===== src/rtl/operand_forward_stage_pkg.sv =====
// Shared constants and helpers for the operand forwarding stage.
// The source-select encoding is 0 for the register file and j+1 for producer j.
package operand_forward_stage_pkg;

  localparam int DEF_XLEN    = 64;
  localparam int DEF_AW      = 5;
  localparam int SRC_REGFILE = 0;

  // Ceiling log2, never less than 1 so derived widths stay legal.
  function automatic int clog2(input int value);
    int r;
    int v;
    r = 0;
    v = value - 1;
    while (v > 0) begin
      r = r + 1;
      v = v >> 1;
    end
    return (r < 1) ? 1 : r;
  endfunction

endpackage


===== src/rtl/operand_forward_stage_fwd_select.sv =====
// Per-operand forwarding match: the youngest valid producer writing the
// operand's register wins; x0 always reads the register file.
module fwd_select
  import operand_forward_stage_pkg::*;
#(
  parameter int XLEN    = DEF_XLEN,
  parameter int AW      = DEF_AW,
  parameter int NUM_FWD = 2,
  parameter int SRC_W   = clog2(NUM_FWD + 1)
) (
  input  logic [AW-1:0]           rs_addr,
  input  logic [XLEN-1:0]         rf_data,
  input  logic [NUM_FWD-1:0]      fwd_valid,
  input  logic [NUM_FWD-1:0]      fwd_pending,
  input  logic [NUM_FWD*AW-1:0]   fwd_rd,
  input  logic [NUM_FWD*XLEN-1:0] fwd_data,
  output logic [XLEN-1:0]         sel_data,
  output logic [SRC_W-1:0]        sel_src,
  output logic                    sel_pending
);

  always_comb begin
    sel_data    = rf_data;
    sel_src     = SRC_W'(SRC_REGFILE);
    sel_pending = 1'b0;
    // Scan oldest to youngest so the lowest-index hit overrides the rest.
    for (int j = NUM_FWD - 1; j >= 0; j--) begin
      if (fwd_valid[j] && (fwd_rd[j*AW +: AW] == rs_addr) && (rs_addr != '0)) begin
        sel_data    = fwd_data[j*XLEN +: XLEN];
        sel_src     = SRC_W'(j + 1);
        sel_pending = fwd_pending[j];
      end
    end
  end

endmodule


===== src/rtl/operand_forward_stage.sv =====
// ID/EX operand stage: resolves forwarded operands, stalls on load-use
// hazards and registers the result behind a valid/ready handshake.
module operand_forward_stage
  import operand_forward_stage_pkg::*;
#(
  parameter int XLEN    = DEF_XLEN,
  parameter int AW      = DEF_AW,
  parameter int NUM_OPS = 2,
  parameter int NUM_FWD = 2,
  parameter int CNT_W   = 16,
  localparam int SRC_W  = clog2(NUM_FWD + 1)
) (
  input  logic                     clk,
  input  logic                     reset,
  input  logic                     in_valid,
  output logic                     in_ready,
  input  logic [NUM_OPS*AW-1:0]    rs_addr,
  input  logic [NUM_OPS*XLEN-1:0]  rf_data,
  input  logic [NUM_FWD-1:0]       fwd_valid,
  input  logic [NUM_FWD-1:0]       fwd_pending,
  input  logic [NUM_FWD*AW-1:0]    fwd_rd,
  input  logic [NUM_FWD*XLEN-1:0]  fwd_data,
  input  logic                     flush,
  output logic                     out_valid,
  input  logic                     out_ready,
  output logic [NUM_OPS*XLEN-1:0]  out_data,
  output logic [NUM_OPS*SRC_W-1:0] out_src,
  output logic [CNT_W-1:0]         stall_cnt
);

  localparam logic [CNT_W-1:0] CNT_MAX = '1;

  logic [NUM_OPS*XLEN-1:0]  res_data;
  logic [NUM_OPS*SRC_W-1:0] res_src;
  logic [NUM_OPS-1:0]       res_pending;
  logic                     hazard;
  logic                     load;

  logic                     valid_q, valid_d;
  logic [NUM_OPS*XLEN-1:0]  data_q, data_d;
  logic [NUM_OPS*SRC_W-1:0] src_q, src_d;
  logic [CNT_W-1:0]         cnt_q, cnt_d;

  generate
    for (genvar gi = 0; gi < NUM_OPS; gi++) begin : g_op
      fwd_select #(
        .XLEN    (XLEN),
        .AW      (AW),
        .NUM_FWD (NUM_FWD),
        .SRC_W   (SRC_W)
      ) u_sel (
        .rs_addr     (rs_addr[gi*AW +: AW]),
        .rf_data     (rf_data[gi*XLEN +: XLEN]),
        .fwd_valid   (fwd_valid),
        .fwd_pending (fwd_pending),
        .fwd_rd      (fwd_rd),
        .fwd_data    (fwd_data),
        .sel_data    (res_data[gi*XLEN +: XLEN]),
        .sel_src     (res_src[gi*SRC_W +: SRC_W]),
        .sel_pending (res_pending[gi])
      );
    end
  endgenerate

  assign hazard   = |res_pending;
  assign in_ready = !hazard && (!valid_q || out_ready);
  assign load     = in_valid && in_ready;

  always_comb begin
    valid_d = valid_q;
    data_d  = data_q;
    src_d   = src_q;
    cnt_d   = cnt_q;
    // Flush wins; a load accepted in the same cycle is simply dropped.
    if (flush) begin
      valid_d = 1'b0;
    end else if (load) begin
      valid_d = 1'b1;
      data_d  = res_data;
      src_d   = res_src;
    end else if (out_ready) begin
      valid_d = 1'b0;
    end
    if (in_valid && hazard && !flush && (cnt_q != CNT_MAX)) begin
      cnt_d = cnt_q + 1'b1;
    end
  end

  always_ff @(posedge clk or posedge reset) begin
    if (reset) begin
      valid_q <= 1'b0;
      data_q  <= '0;
      src_q   <= '0;
      cnt_q   <= '0;
    end else begin
      valid_q <= valid_d;
      data_q  <= data_d;
      src_q   <= src_d;
      cnt_q   <= cnt_d;
    end
  end

  assign out_valid = valid_q;
  assign out_data  = data_q;
  assign out_src   = src_q;
  assign stall_cnt = cnt_q;

endmodule


===== config.mk =====
export PLATFORM = sky130hd
export DESIGN_NAME = operand_forward_stage
export DESIGN_NICKNAME = d
export VERILOG_FILES = /design/src/rtl/operand_forward_stage_pkg.sv /design/src/rtl/operand_forward_stage_fwd_select.sv /design/src/rtl/operand_forward_stage.sv
export SDC_FILE = /design/constraint.sdc
export NUM_CORES = 1
export LEC_CHECK = 0
export CORE_AREA = 2 2 171 173
export DETAILED_ROUTE_END_ITERATION = 8
export DIE_AREA = 0 0 173 175
export GPL_TIMING_DRIVEN = 0
export PLACE_DENSITY = 0.7
export SETUP_SLACK_MARGIN = 0.3
export SYNTH_ARGS = -nofsm -noshare
export SYNTH_HDL_FRONTEND = slang
export SYNTH_HIERARCHICAL = 1
export SYNTH_SLANG_ARGS = --single-unit

===== constraint.sdc =====
create_clock -name clk -period 5.85 [get_ports clk]
set_clock_uncertainty 0.05 [all_clocks]
set_input_delay 0.8775 -clock clk [delete_from_list [all_inputs] [get_ports clk]]
set_output_delay 0.8775 -clock clk [all_outputs]
set_load 0.02 [all_outputs]

== Word level (Yosys, flattened, before mapping) ==
Index checks and enable logic that the tools add are counted.

* $add $sub $neg: 1
* Equality and inequality tests: 5
* Multiplexer cells: 15
* Bitwise operators: 1
* Reductions and logical operators: 22

{| class="wikitable"
|+ Operators by type and width
! operator !! number
|-
| 2-to-1 mux 64 bit || 4
|-
| equality test 5 bit || 4
|-
| adder 16 x 1 -> 16 bit, second input constant || 1
|-
| != test 16 bit, second input constant || 1
|-
| logical AND 1 bit || 13
|-
| nonzero test 5 bit || 2
|-
| 2-to-1 mux 2 bit || 4
|-
| 2-to-1 mux 1 bit || 7
|-
| logical NOT 1 bit || 3
|-
| nonzero test 3 bit || 1
|-
| AND reduction 2 bit || 1
|-
| OR reduction 2 bit || 1
|-
| logical OR 1 bit || 1
|-
| NOT 1 bit || 1
|}

* Bits in registers: 149
* Output and inout bits: 150

== Logic depth before layout (Yosys ltp) ==
Gate-level depths: netlist (run 1).

* Word-level depth: 11
* Depth in mapped cells: 9

== By module ==
The synthesis (run 1) kept the hierarchy.

{| class="wikitable"
|+ Modules (own cells, without submodules)
! module !! times used !! cells each !! area an instance (sq um) !! sequential area each (sq um)
|-
| operand_forward_stage || 1 || 358 || 5766.8 || 3728.6
|-
| fwd_select || 2 || 327 || 2308.5 || 0.0
|}

== Least setup slack after synthesis (run 1) ==
Ideal clock, no wire load.

* Kind: input to register
* Start point: input rs_addr[7]
* End point: register data_q[101], in the netlist out_data[101]
* Setup time: 128 ps
* Arrival time: 3340 ps
* Required time: 5672 ps
* Slack: 2333 ps
* Stages: 9
* Path through: or4_4 o211a_1 and3_1 mux2_2 nor3_2 nand2_1 buf_2 buf_2 mux2_1

* Longest elaborated chain between the ends: 10
* Elaborated cells on any way between the ends: 16
* Classes of those cells: eq/ne: 2; mux: 4; reduce/logical: 10

{| class="wikitable"
|+ Ends and longest elaborated chain
! item !! RTL line !! source
|-
| from (decl) || operand_forward_stage.sv:17 || <nowiki>input logic [NUM_OPS*AW-1:0] rs_addr,</nowiki>
|-
| equality test 5 bit || operand_forward_stage_fwd_select.sv:28 || <nowiki>if (fwd_valid[j] && (fwd_rd[j*AW +: AW] == rs_addr) && (rs_addr != '0)) begin</nowiki>
|-
| logical AND 1 bit (2 in series) || operand_forward_stage_fwd_select.sv:28 ||
|-
| 2-to-1 mux 1 bit || operand_forward_stage_fwd_select.sv:28 ||
|-
| 2-to-1 mux 1 bit * || operand_forward_stage_fwd_select.sv:28 ||
|-
| net res_pending[1] || operand_forward_stage.sv:35 || <nowiki>logic [NUM_OPS-1:0] res_pending;</nowiki>
|-
| OR reduction 2 bit * || operand_forward_stage.sv:65 || <nowiki>assign hazard = |res_pending;</nowiki>
|-
| logical NOT 1 bit * || operand_forward_stage.sv:66 || <nowiki>assign in_ready = !hazard && (!valid_q || out_ready);</nowiki>
|-
| logical AND 1 bit * || operand_forward_stage.sv:66 ||
|-
| net in_ready || operand_forward_stage.sv:16 || <nowiki>output logic in_ready,</nowiki>
|-
| logical AND 1 bit * || operand_forward_stage.sv:67 || <nowiki>assign load = in_valid && in_ready;</nowiki>
|-
| AND reduction 2 bit (no source line) * || n/a ||
|-
| to (signal assigned) || operand_forward_stage.sv:97 || <nowiki>data_q <= data_d;</nowiki>
|-
| to (decl) || operand_forward_stage.sv:40 || <nowiki>logic [NUM_OPS*XLEN-1:0] data_q, data_d;</nowiki>
|}

The timed path passes the listed nets; every way through them passes the cells marked *.
A chain may end at the register's enable or synchronous reset.

== Worst setup path after layout (run 1) ==
* Start point: input rs_addr[2]
* End point: output in_ready

* Longest elaborated chain between the ends: 8
* Elaborated cells on any way between the ends: 12
* Classes of those cells: eq/ne: 2; mux: 2; reduce/logical: 8

{| class="wikitable"
|+ Ends and longest elaborated chain
! item !! RTL line
|-
| equality test 5 bit || operand_forward_stage_fwd_select.sv:28
|-
| logical AND 1 bit (2 in series) || operand_forward_stage_fwd_select.sv:28
|-
| 2-to-1 mux 1 bit || operand_forward_stage_fwd_select.sv:28
|-
| 2-to-1 mux 1 bit * || operand_forward_stage_fwd_select.sv:28
|-
| net res_pending[0] || operand_forward_stage.sv:35
|-
| OR reduction 2 bit * || operand_forward_stage.sv:65
|-
| logical NOT 1 bit * || operand_forward_stage.sv:66
|-
| logical AND 1 bit * || operand_forward_stage.sv:66
|-
| to (decl) || operand_forward_stage.sv:16
|}

Marked as above.

==> out/qor.csv, run 1 <==
stage;metric;value;unit
status;outcome;completed;
detailed_routing;met1_length;17500;um
worst_setup_path;critPathMaxStageDelay;0.64;ns
power;peakVddDrop;0.000168;V
clocking;cts_resized;0;
sta;hold_violations;0;
synthesis;post-synth-top-area-cell;dfrtp_1;
worst_setup_path;worst_setup_path_end_kind;primary output;
synthesis;syn_inst;1012;
synthesis;yosysMostFrequentCell;dfrtp_1;
detailed_routing;met2_length;21500;um
sta;fin_crit;4.51;ns
power;seqPwrFrac;0.327;
detailed_routing;vias_per_cell;5.68;
sta;hold_slack;0.450;ns
power;p_leak;5.67;nW
clocking;clk_path_buf_depth;2;
detailed_routing;drc_errors;0;
detailed_routing;postRouteAntennaNets;0;
clocking;clk_latency;0.43;ns
synthesis;syn_nets;1298;
synthesis;ys_seq_elements;149;
detailed_routing;top_layer_used;met4;
clocking;clkTransAtPathRegs;0.07;ns
worst_setup_path;r2r_slack;3.62;ns
power;power_switching_share;0.333;
finish;syn2layout_area_growth;52.7;%
power;comb_power_share;0.378;
detailed_routing;wl_met3;4040;um
clocking;cts_tree;built;
synthesis;synthFlopType;dfrtp_1;
worst_setup_path;required;4.92;ns
worst_setup_path;critPathTopFamily;buffers and inverters;
placement;pre_cts_slack;1.32;ns
synthesis;synth_area_leaders;dfrtp_1 36%, mux2_2 14%, a31oi_2 12%;
synthesis;yosysWarnings;6;
sta;setup_viol;0;
power;p_int;2.73;mW
detailed_routing;wl_per_cell;23.8;um
placement;port_buffers;434;
sta;timing.final.crit_share;0.771;
synthesis;yosysSeqAreaShare;0.359;
placement;place_congestion;0.909;
placement;hpwl;32900;um
synthesis;avgSynthCellArea;10.3;um2
floorplan;dieArea;0.0303;mm2
synthesis;synth_edf_count;0;
floorplan;rows;62;
synthesis;netlist.area_leader.share;0.359;
worst_setup_path;critPathBufInv;2;
sta;fmaxAchievable;222;MHz
clocking;htreeDepth;4;
power;net-switching-power;1.36;mW
global_routing;grt_pass1_vias;11000;
hold_path;hold_path.class;reg2reg;
global_routing;antenna_found_initial;1;
clocking;root_buffer;clkbuf_16;
sta;slew_headroom;0.389;
placement;placed_cells;1831;
global_routing;grtUsageTotal;0.286;
finish;final_nets;1752;
worst_setup_path;crit_fanout;3;
worst_setup_path;worstPathCellList;clkdlybuf4s50_1 -> or4_4 -> o211a_1 -> and3_1 -> mux2_2 -> nor3_2 -> clkdlybuf4s50_1;
clocking;cts_hold_buf;0;
finish;drive_gt1_frac;0.261;
synthesis;ys_top_cells_by_count;149 x dfrtp_1, 132 x nor3_1, 131 x nand3_1, 126 x mux2_2, 100 x a31oi_2;
sta;finalMaxSlewViolations;0;
clocking;cts_setup_buffers;0;
floorplan;die_y;175;um
sta;worstMarginPinSlew;0.916;ns
job;cap_violations;0;
detailed_routing;vias;10600;
worst_setup_path;crit_slowest_cell;clkdlybuf4s50_1;
floorplan;fp.coreArea;0.0284;mm2
global_routing;grt_pass1_wl;66700;um
floorplan;initial_core_util;0.366;
floorplan;io_pins;435;
detailed_routing;first_pass_iters;5;
global_routing;grt_max_degree;77;
worst_setup_path;worstSetupPathType;in2out;
power;pwr-share-clk;0.296;
worst_setup_path;timing.critical_path.mode_cell;clkdlybuf4s50_1;
finish;utilization;0.558;
sta;worst_slack;1.34;ns
power;p_per_area;258;mW/mm2
detailed_routing;wirelength;44200;um
synthesis;ys_types;47;
finish;fin_cells;1862;
global_routing;overflow;0;
worst_setup_path;crit_arrival;3.58;ns
synthesis;synthArstFlopShare;1.00;
detailed_routing;drtIter0Drc;884;
synthesis;synth_area;0.0104;mm2
clocking;cts_buffers;17;
sta;rsz0062_at_grt;false;
worst_setup_path;start_kind;input port;
floorplan;die_w;173;um
clocking;cts.sinks;149;
cells by family (layout without fill, tap and decap cells):
group           Yosys count  after routing  synth area share
simple gates            311            311             0.162
compound gates          266            266             0.216
mux                     136            136             0.147
fa+ha+maj                 1              1           0.00120
other cells               0              1                 0
flops                   149            149             0.359
xor+xnor                 34             34            0.0287
buf+inv                 115            580            0.0857
layout make-up:
type	instances	area [um2]
clock inverter	12	178
fill	2562	12500
tap	384	480
timing repair buffer	435	4370
inverter	3	18.8
buffer	112	878
sequential	149	3730
multi-input combinational	748	5770
clock buffer	18	429
antenna	1	2.50
power by group through the flow:
stage	registers (mW)	clock network, mW	logic, mW
CTS	1.34	1.23	1.54
floorplan	1.59	0	0.479
finish	1.34	1.21	1.54
detailed placement	1.35	0	1.54
global placement	1.35	0	1.52
global route	1.36	1.27	1.61
stage by stage:
step	power [mW]	TNS, ns	area (um2)
floorplan	2.07	0	10400
global placement	2.87	-249.30	15200
detailed placement	2.89	0	15200
CTS	4.11	0	15900
global route	4.24	0	15900
finish	4.09	0	15900
per-layer routing:
| layer | GRT usage | up-vias |
|---|---|---|
| met5 | 0 | - |
| met4 | 0.0978 | 0 |
| met3 | 0.0825 | 80 |
| met2 | 0.490 | 570 |
| met1 | 0.344 | 5175 |
| li1 | - | 4754 |
placed cells by master, fill, tap and decap left out, types with 23 or more instances in the layout:
master / count
dfrtp_1: 149
a31oi_1: 28
clkbuf_1: 23
a31oi_2: 100
xnor2_1: 23
o21ai_1: 89
mux2_2: 126
buf_2: 40
clkdlybuf4s50_1: 434
nor3_1: 132
nand3_1: 131
final timing paths:
check,to,cells past startpoint,start
worst max register to register,out_data[67],6,out_valid
worst max-delay path,in_ready,7,rs_addr[2]
min in group asynchronous,out_data[91],2,reset
worst min register to register,out_data[106],1,out_data[106]
max in group asynchronous,out_data[2],3,reset
worst min-delay path,out_data[106],1,out_data[106]
sequential cells by signal, summed over array words and instances (netlist names):
register / cells
out_data: 128
out_src: 4
stall_cnt: 16
out_valid: 1
Power figures use the tool's default switching activity.
==> run 2, diff against run 1 <==
- CORE_AREA: 2 2 171 173 -> default
- CORE_ASPECT_RATIO: default -> 0.7
- CORE_UTILIZATION: default -> 40
- DIE_AREA: 0 0 173 175 -> default
- PLACE_DENSITY: 0.7 -> 0.79
- clock period: 5.85 -> 4.1 ns (I/O delays scaled with it)
==> out/qor.csv, run 2 (synthesis results as in run 1) <==
stage;metric;value;unit
worst_setup_path;critPathTopFamily;simple AND/OR/NAND/NOR gates;
clocking;cts_buffers;17;
worst_setup_path;critPathMaxStageDelay;0.61;ns
sta;slew_headroom;0.389;
detailed_routing;first_pass_iters;5;
sta;finalMaxSlewViolations;0;
detailed_routing;wirelength;43600;um
clocking;cts.sinks;149;
finish;final_nets;1755;
worst_setup_path;worstPathCellList;clkdlybuf4s50_1 -> or4_4 -> o211ai_2 -> or2_2 -> mux2_2 -> nor3_2 -> dlygate4sd2_1;
finish;layout_commonest_cell;clkdlybuf4s50_1;
global_routing;antenna_found_initial;2;
placement;place_congestion;0.930;
sta;timing.final.crit_share;0.922;
worst_setup_path;crit_arrival;3.11;ns
power;p_leak;5.67;nW
sta;fin_crit;3.78;ns
finish;drive_gt1_frac;0.262;
clocking;clk_latency;0.43;ns
detailed_routing;vias_per_cell;5.85;
global_routing;grt_pass1_wl;64000;um
worst_setup_path;crit_fanout;3;
detailed_routing;vias;10600;
power;net-switching-power;1.92;mW
floorplan;die_w;195;um
worst_setup_path;r2r-start;out_valid;
worst_setup_path;required;3.43;ns
power;peakVddDrop;0.000285;V
detailed_routing;drc_errors;0;
placement;port_buffers;434;
power;pwr-share-clk;0.285;
global_routing;grt_max_degree;41;
finish;stdcell_area;0.0158;mm2
job;cap_violations;0;
detailed_routing;wl_per_cell;24.1;um
floorplan;rows;48;
finish;syn2layout_area_growth;52.3;%
worst_setup_path;r2r_slack;1.86;ns
power;p_int;3.83;mW
floorplan;die_y;137;um
power;p_per_area;364;mW/mm2
power;comb_power_share;0.382;
sta;rsz0062_at_grt;true;
worst_setup_path;start_kind;input port;
power;seqPwrFrac;0.333;
placement;hpwl;33100;um
worst_setup_path;worst_setup_path_end_kind;primary output;
finish;utilization;0.631;
sta;setup_viol;0;
detailed_routing;postRouteAntennaNets;0;
worst_setup_path;worstSetupPathType;in2out;
worst_setup_path;crit_slowest_cell;or4_4;
floorplan;fp.coreArea;0.0250;mm2
worst_setup_path;reg2reg_to;out_data[46];
clocking;clk_path_buf_depth;2;
clocking;clkTransAtPathRegs;0.07;ns
finish;largest_reg_flops;128;
power;power_switching_share;0.334;
floorplan;dieArea;0.0266;mm2
power;p_total;5.76;mW
global_routing;grtUsageTotal;0.324;
status;outcome;completed;
worst_setup_path;rr_worst_depth;6;
sta;finalSetupTns;0;ns
hold_path;hold_path.class;in2async;
finish;fin_cells;1809;
clocking;cts_hold_buf;0;
detailed_routing;drtIter0Drc;807;
sta;worstMarginPinSlew;0.917;ns
global_routing;grt_pass1_vias;10400;
worst_setup_path;critPathBufInv;2;
placement;placed_cells;1775;
finish;mostFrequentLayoutCells;433 x clkdlybuf4s50_1, 149 x dfrtp_1, 132 x nor3_1;
clocking;root_buffer;clkbuf_16;
sta;fmaxAchievable;265;MHz
finish;fillerInstances;2095;
clocking;htreeDepth;4;
sta;hold_violations;0;
floorplan;io_pins;435;
placement;placed_area;0.0152;mm2
worst_setup_path;crit_cells;7;
clocking;cts_tree;built;
floorplan;initial_core_util;0.415;
global_routing;overflow;0;
## run 2: cell types whose count changed in the layout (fill, tap and decap cells not counted), sizes merged
cell	delta
clkinvlp	+4
inv	-4
buf	+3
clkbuf	+2
bufinv	-1
clkdlybuf4s50	-1
clkinv	+1
diode	+1
dlygate4sd2	+1
## run 2: cell type report
| cell class | count | area (um2) | share of cell area |
|---|---|---|---|
| clock buffer | 20 | 437 | 0.0276 |
| multi-input combinational | 748 | 5770 | 0.365 |
| antenna | 2 | 5.00 | 0.000316 |
| timing repair buffer | 438 | 4420 | 0.280 |
| sequential | 149 | 3730 | 0.236 |
| inverter | 3 | 15.0 | 0.000949 |
| clock inverter | 12 | 156 | 0.00989 |
| buffer | 112 | 878 | 0.0555 |
| tap | 325 | 407 | 0.0257 |
## run 2: per-layer routing
| layer | vias to the layer above | track usage | wire length (um) |
|---|---|---|---|
| li1 | 4778 | - | - |
| met5 | - | 0 | 0 |
| met4 | 0 | 0.0983 | 1190 |
| met2 | 603 | 0.525 | 20100 |
| met1 | 5135 | 0.421 | 17900 |
| met3 | 74 | 0.0892 | 4360 |
## run 2: what timing repair did
action,in CTS,in global routing
pin swaps,0,0
endpoints found under the hold margin,0,0
setup endpoints to repair,1,71
buffers inserted,0,0
gates resized for setup,1,0
## run 2: worst reg2reg max path: cells and delay by family, from the launching register on
kind | cells | cell delay (ns)
buffers and inverters | 2 | 0.79
flip-flops | 1 | 0.34
multiplexers | 1 | 0.39
AND/OR/NAND/NOR | 3 | 0.58
## run 2: worst max path at each step
stage                          start  slack (ns)             to
after detailed placement  rs_addr[7]       -0.11  out_data[106]
after floorplan           rs_addr[7]        0.85  out_data[101]
final                     rs_addr[7]        0.32       in_ready
after global routing      rs_addr[7]        0.23       in_ready
after CTS                 rs_addr[7]        0.33       in_ready
after global placement    rs_addr[7]       -0.08  out_data[104]
## run 2: stage by stage
step	setup WS [ns]	hold WS, ns
floorplan	0.845	0.560
global placement	-0.0771	0.426
detailed placement	-0.110	0.432
CTS	0.326	0.428
global route	0.229	0.457
finish	0.322	0.441
## run 2: power by group through the flow
stage | registers, mW | clock network [mW] | logic [mW]
after floorplan | 2.26 | 0 | 0.684
after global placement | 1.93 | 0 | 2.16
after detailed placement | 1.94 | 0 | 2.19
after CTS | 1.92 | 1.67 | 2.20
after global routing | 1.95 | 1.73 | 2.30
final | 1.92 | 1.64 | 2.20
==> run 3, diff against run 2 <==
- CTS_CLUSTER_SIZE: default -> 10
- MAX_ROUTING_LAYER: default -> met4
==> out/qor.csv, run 3 (synthesis results as in run 1) <==
stage;metric;value;unit
detailed_routing;top_layer_used;met4;
global_routing;grtUsageTotal;0.333;
detailed_routing;drc_errors;0;
hold_path;holdPathEnd;out_data[104];
worst_setup_path;critPathMaxStageDelay;0.60;ns
finish;layout_commonest_cell;clkdlybuf4s50_1;
detailed_routing;wl_met3;3950;um
detailed_routing;first_pass_iters;5;
sta;rsz0062_at_grt;false;
detailed_routing;met2_length;20200;um
worst_setup_path;crit_slowest_cell;or4_4;
detailed_routing;met1_length;18600;um
finish;utilization;0.630;
worst_setup_path;worstPathCellList;clkdlybuf4s50_1 -> or4_4 -> o211ai_2 -> or2_2 -> mux2_2 -> nor3_2 -> clkbuf_2;
floorplan;dieArea;0.0266;mm2
clocking;cts_buffers;17;
worst_setup_path;crit_fanout;3;
finish;drive_gt1_frac;0.263;
finish;fillerInstances;2090;
global_routing;grt_pass1_wl;64300;um
worst_setup_path;rr_worst_depth;6;
clocking;clk_path_buf_depth;2;
worst_setup_path;worstSetupPathType;in2out;
finish;multi_input_area;0.00577;mm2
sta;worstMarginPinSlew;0.927;ns
worst_setup_path;required;3.43;ns
detailed_routing;wirelength;43600;um
clocking;root_buffer;clkbuf_16;
floorplan;io_pins;435;
worst_setup_path;worst_setup_path_end_kind;primary output;
job;cap_violations;0;
finish;syn2layout_area_growth;52.0;%
clocking;cts_tree;built;
detailed_routing;vias;10700;
clocking;htreeDepth;4;
hold_path;holdCritStartpoint;out_data[104];
power;p_leak;5.66;nW
detailed_routing;drtIter0Drc;670;
sta;hold_violations;0;
sta;finalSetupTns;0;ns
floorplan;initial_core_util;0.415;
sta;setup_viol;0;
global_routing;overflow;0;
worst_setup_path;crit_arrival;3.01;ns
floorplan;fp.coreArea;0.0250;mm2
global_routing;antenna_found_initial;1;
global_routing;grt_max_degree;42;
sta;fmaxAchievable;272;MHz
finish;final_nets;1754;
clocking;clkTransAtPathRegs;0.06;ns
floorplan;die_y;137;um
clocking;cts.sinks;149;
floorplan;rows;48;
detailed_routing;postRouteAntennaNets;0;
placement;hpwl;33200;um
status;outcome;completed;
detailed_routing;wl_per_cell;24.2;um
finish;mostFrequentLayoutCells;433 x clkdlybuf4s50_1, 149 x dfrtp_1, 132 x nor3_1;
sta;timing.final.crit_share;0.896;
floorplan;die_w;195;um
sta;finalMaxSlewViolations;0;
power;p_total;5.74;mW
placement;place_congestion;0.967;
worst_setup_path;start_kind;input port;
worst_setup_path;reg2reg_to;out_data[55];
hold_path;hold_path.class;reg2reg;
power;p_per_area;364;mW/mm2
power;peakVddDrop;0.000293;V
clocking;clk_latency;0.43;ns
sta;fin_crit;3.67;ns
worst_setup_path;r2r_slack;2.05;ns
finish;seq_area;0.00373;mm2
detailed_routing;vias_per_cell;5.89;
placement;port_buffers;434;
global_routing;grt_pass1_vias;10500;
finish;largest_reg_flops;128;
worst_setup_path;r2r-start;out_valid;
hold_path;hold_depth;1;
sta;slew_headroom;0.381;
run 3: changes by cell type in the layout (fill, tap and decap cells not counted):
| cell | delta |
|---|---|
| buf_12 | -1 |
| bufinv_16 | -1 |
| clkbuf_2 | +1 |
| clkbuf_8 | +2 |
| clkinv_2 | -1 |
| clkinv_4 | -2 |
| diode_2 | -1 |
| dlygate4sd2_1 | -1 |
| inv_6 | +2 |
| nand2_1 | -1 |
| nand2_2 | +1 |
run 3: worst max-delay path by stage:
stage,startpoint,to,slack (ns),depth (start not counted)
floorplan,rs_addr[7],out_data[101],0.85,9
global placement,rs_addr[2],out_data[104],-0.01,10
detailed placement,rs_addr[7],out_data[103],-0.07,10
CTS,rs_addr[7],in_ready,0.32,7
global route,rs_addr[7],in_ready,0.35,7
finish,rs_addr[7],in_ready,0.43,7
run 3: through the flow:
step | hold slack (ns) | instance area (um2) | std cells | worst slack, ns
floorplan | 0.560 | 10400 | 1012 | 0.845
global placement | 0.424 | 15100 | 1771 | -0.0106
detailed placement | 0.435 | 15200 | 1774 | -0.0675
CTS | 0.450 | 15800 | 1806 | 0.322
global route | 0.460 | 15800 | 1807 | 0.355
finish | 0.447 | 15800 | 1807 | 0.427
run 3: layout make-up:
| cell class | count | area share |
|---|---|---|
| Multi-Input combinational cell | 748 | 0.365 |
| Buffer | 112 | 0.0556 |
| Clock inverter | 10 | 0.00769 |
| Tap cell | 325 | 0.0258 |
| Sequential cell | 149 | 0.236 |
| Antenna cell | 1 | 0.000159 |
| Clock buffer | 22 | 0.0294 |
| Inverter | 3 | 0.000951 |
| Timing Repair Buffer | 437 | 0.279 |
run 3: repair_timing:
item                                    CTS  global route
resized for setup                         1             3
hold endpoints to repair                  0             0
endpoints found under the setup margin    1             5
hold buffers                              0             0
setup buffers                             0             0
run 3: per-layer routing:
layer | track usage | vias up
met5 | - | -
met3 | 0.0791 | 55
met1 | 0.436 | 5252
met2 | 0.517 | 585
met4 | 0.0877 | 0
li1 | - | 4759
run 3: power breakdown:
group          switching (mW)  internal, mW
combinational            1.07          1.12
sequential              0.171          1.75
clock                   0.688         0.934
total                    1.93          3.81
run 3: critical path, delay by kind of cell:
kind | cells | cell delay [ns]
mux | 1 | 0.39
compound gates | 1 | 0.22
buf+inv | 2 | 0.72
simple gates | 3 | 1.06
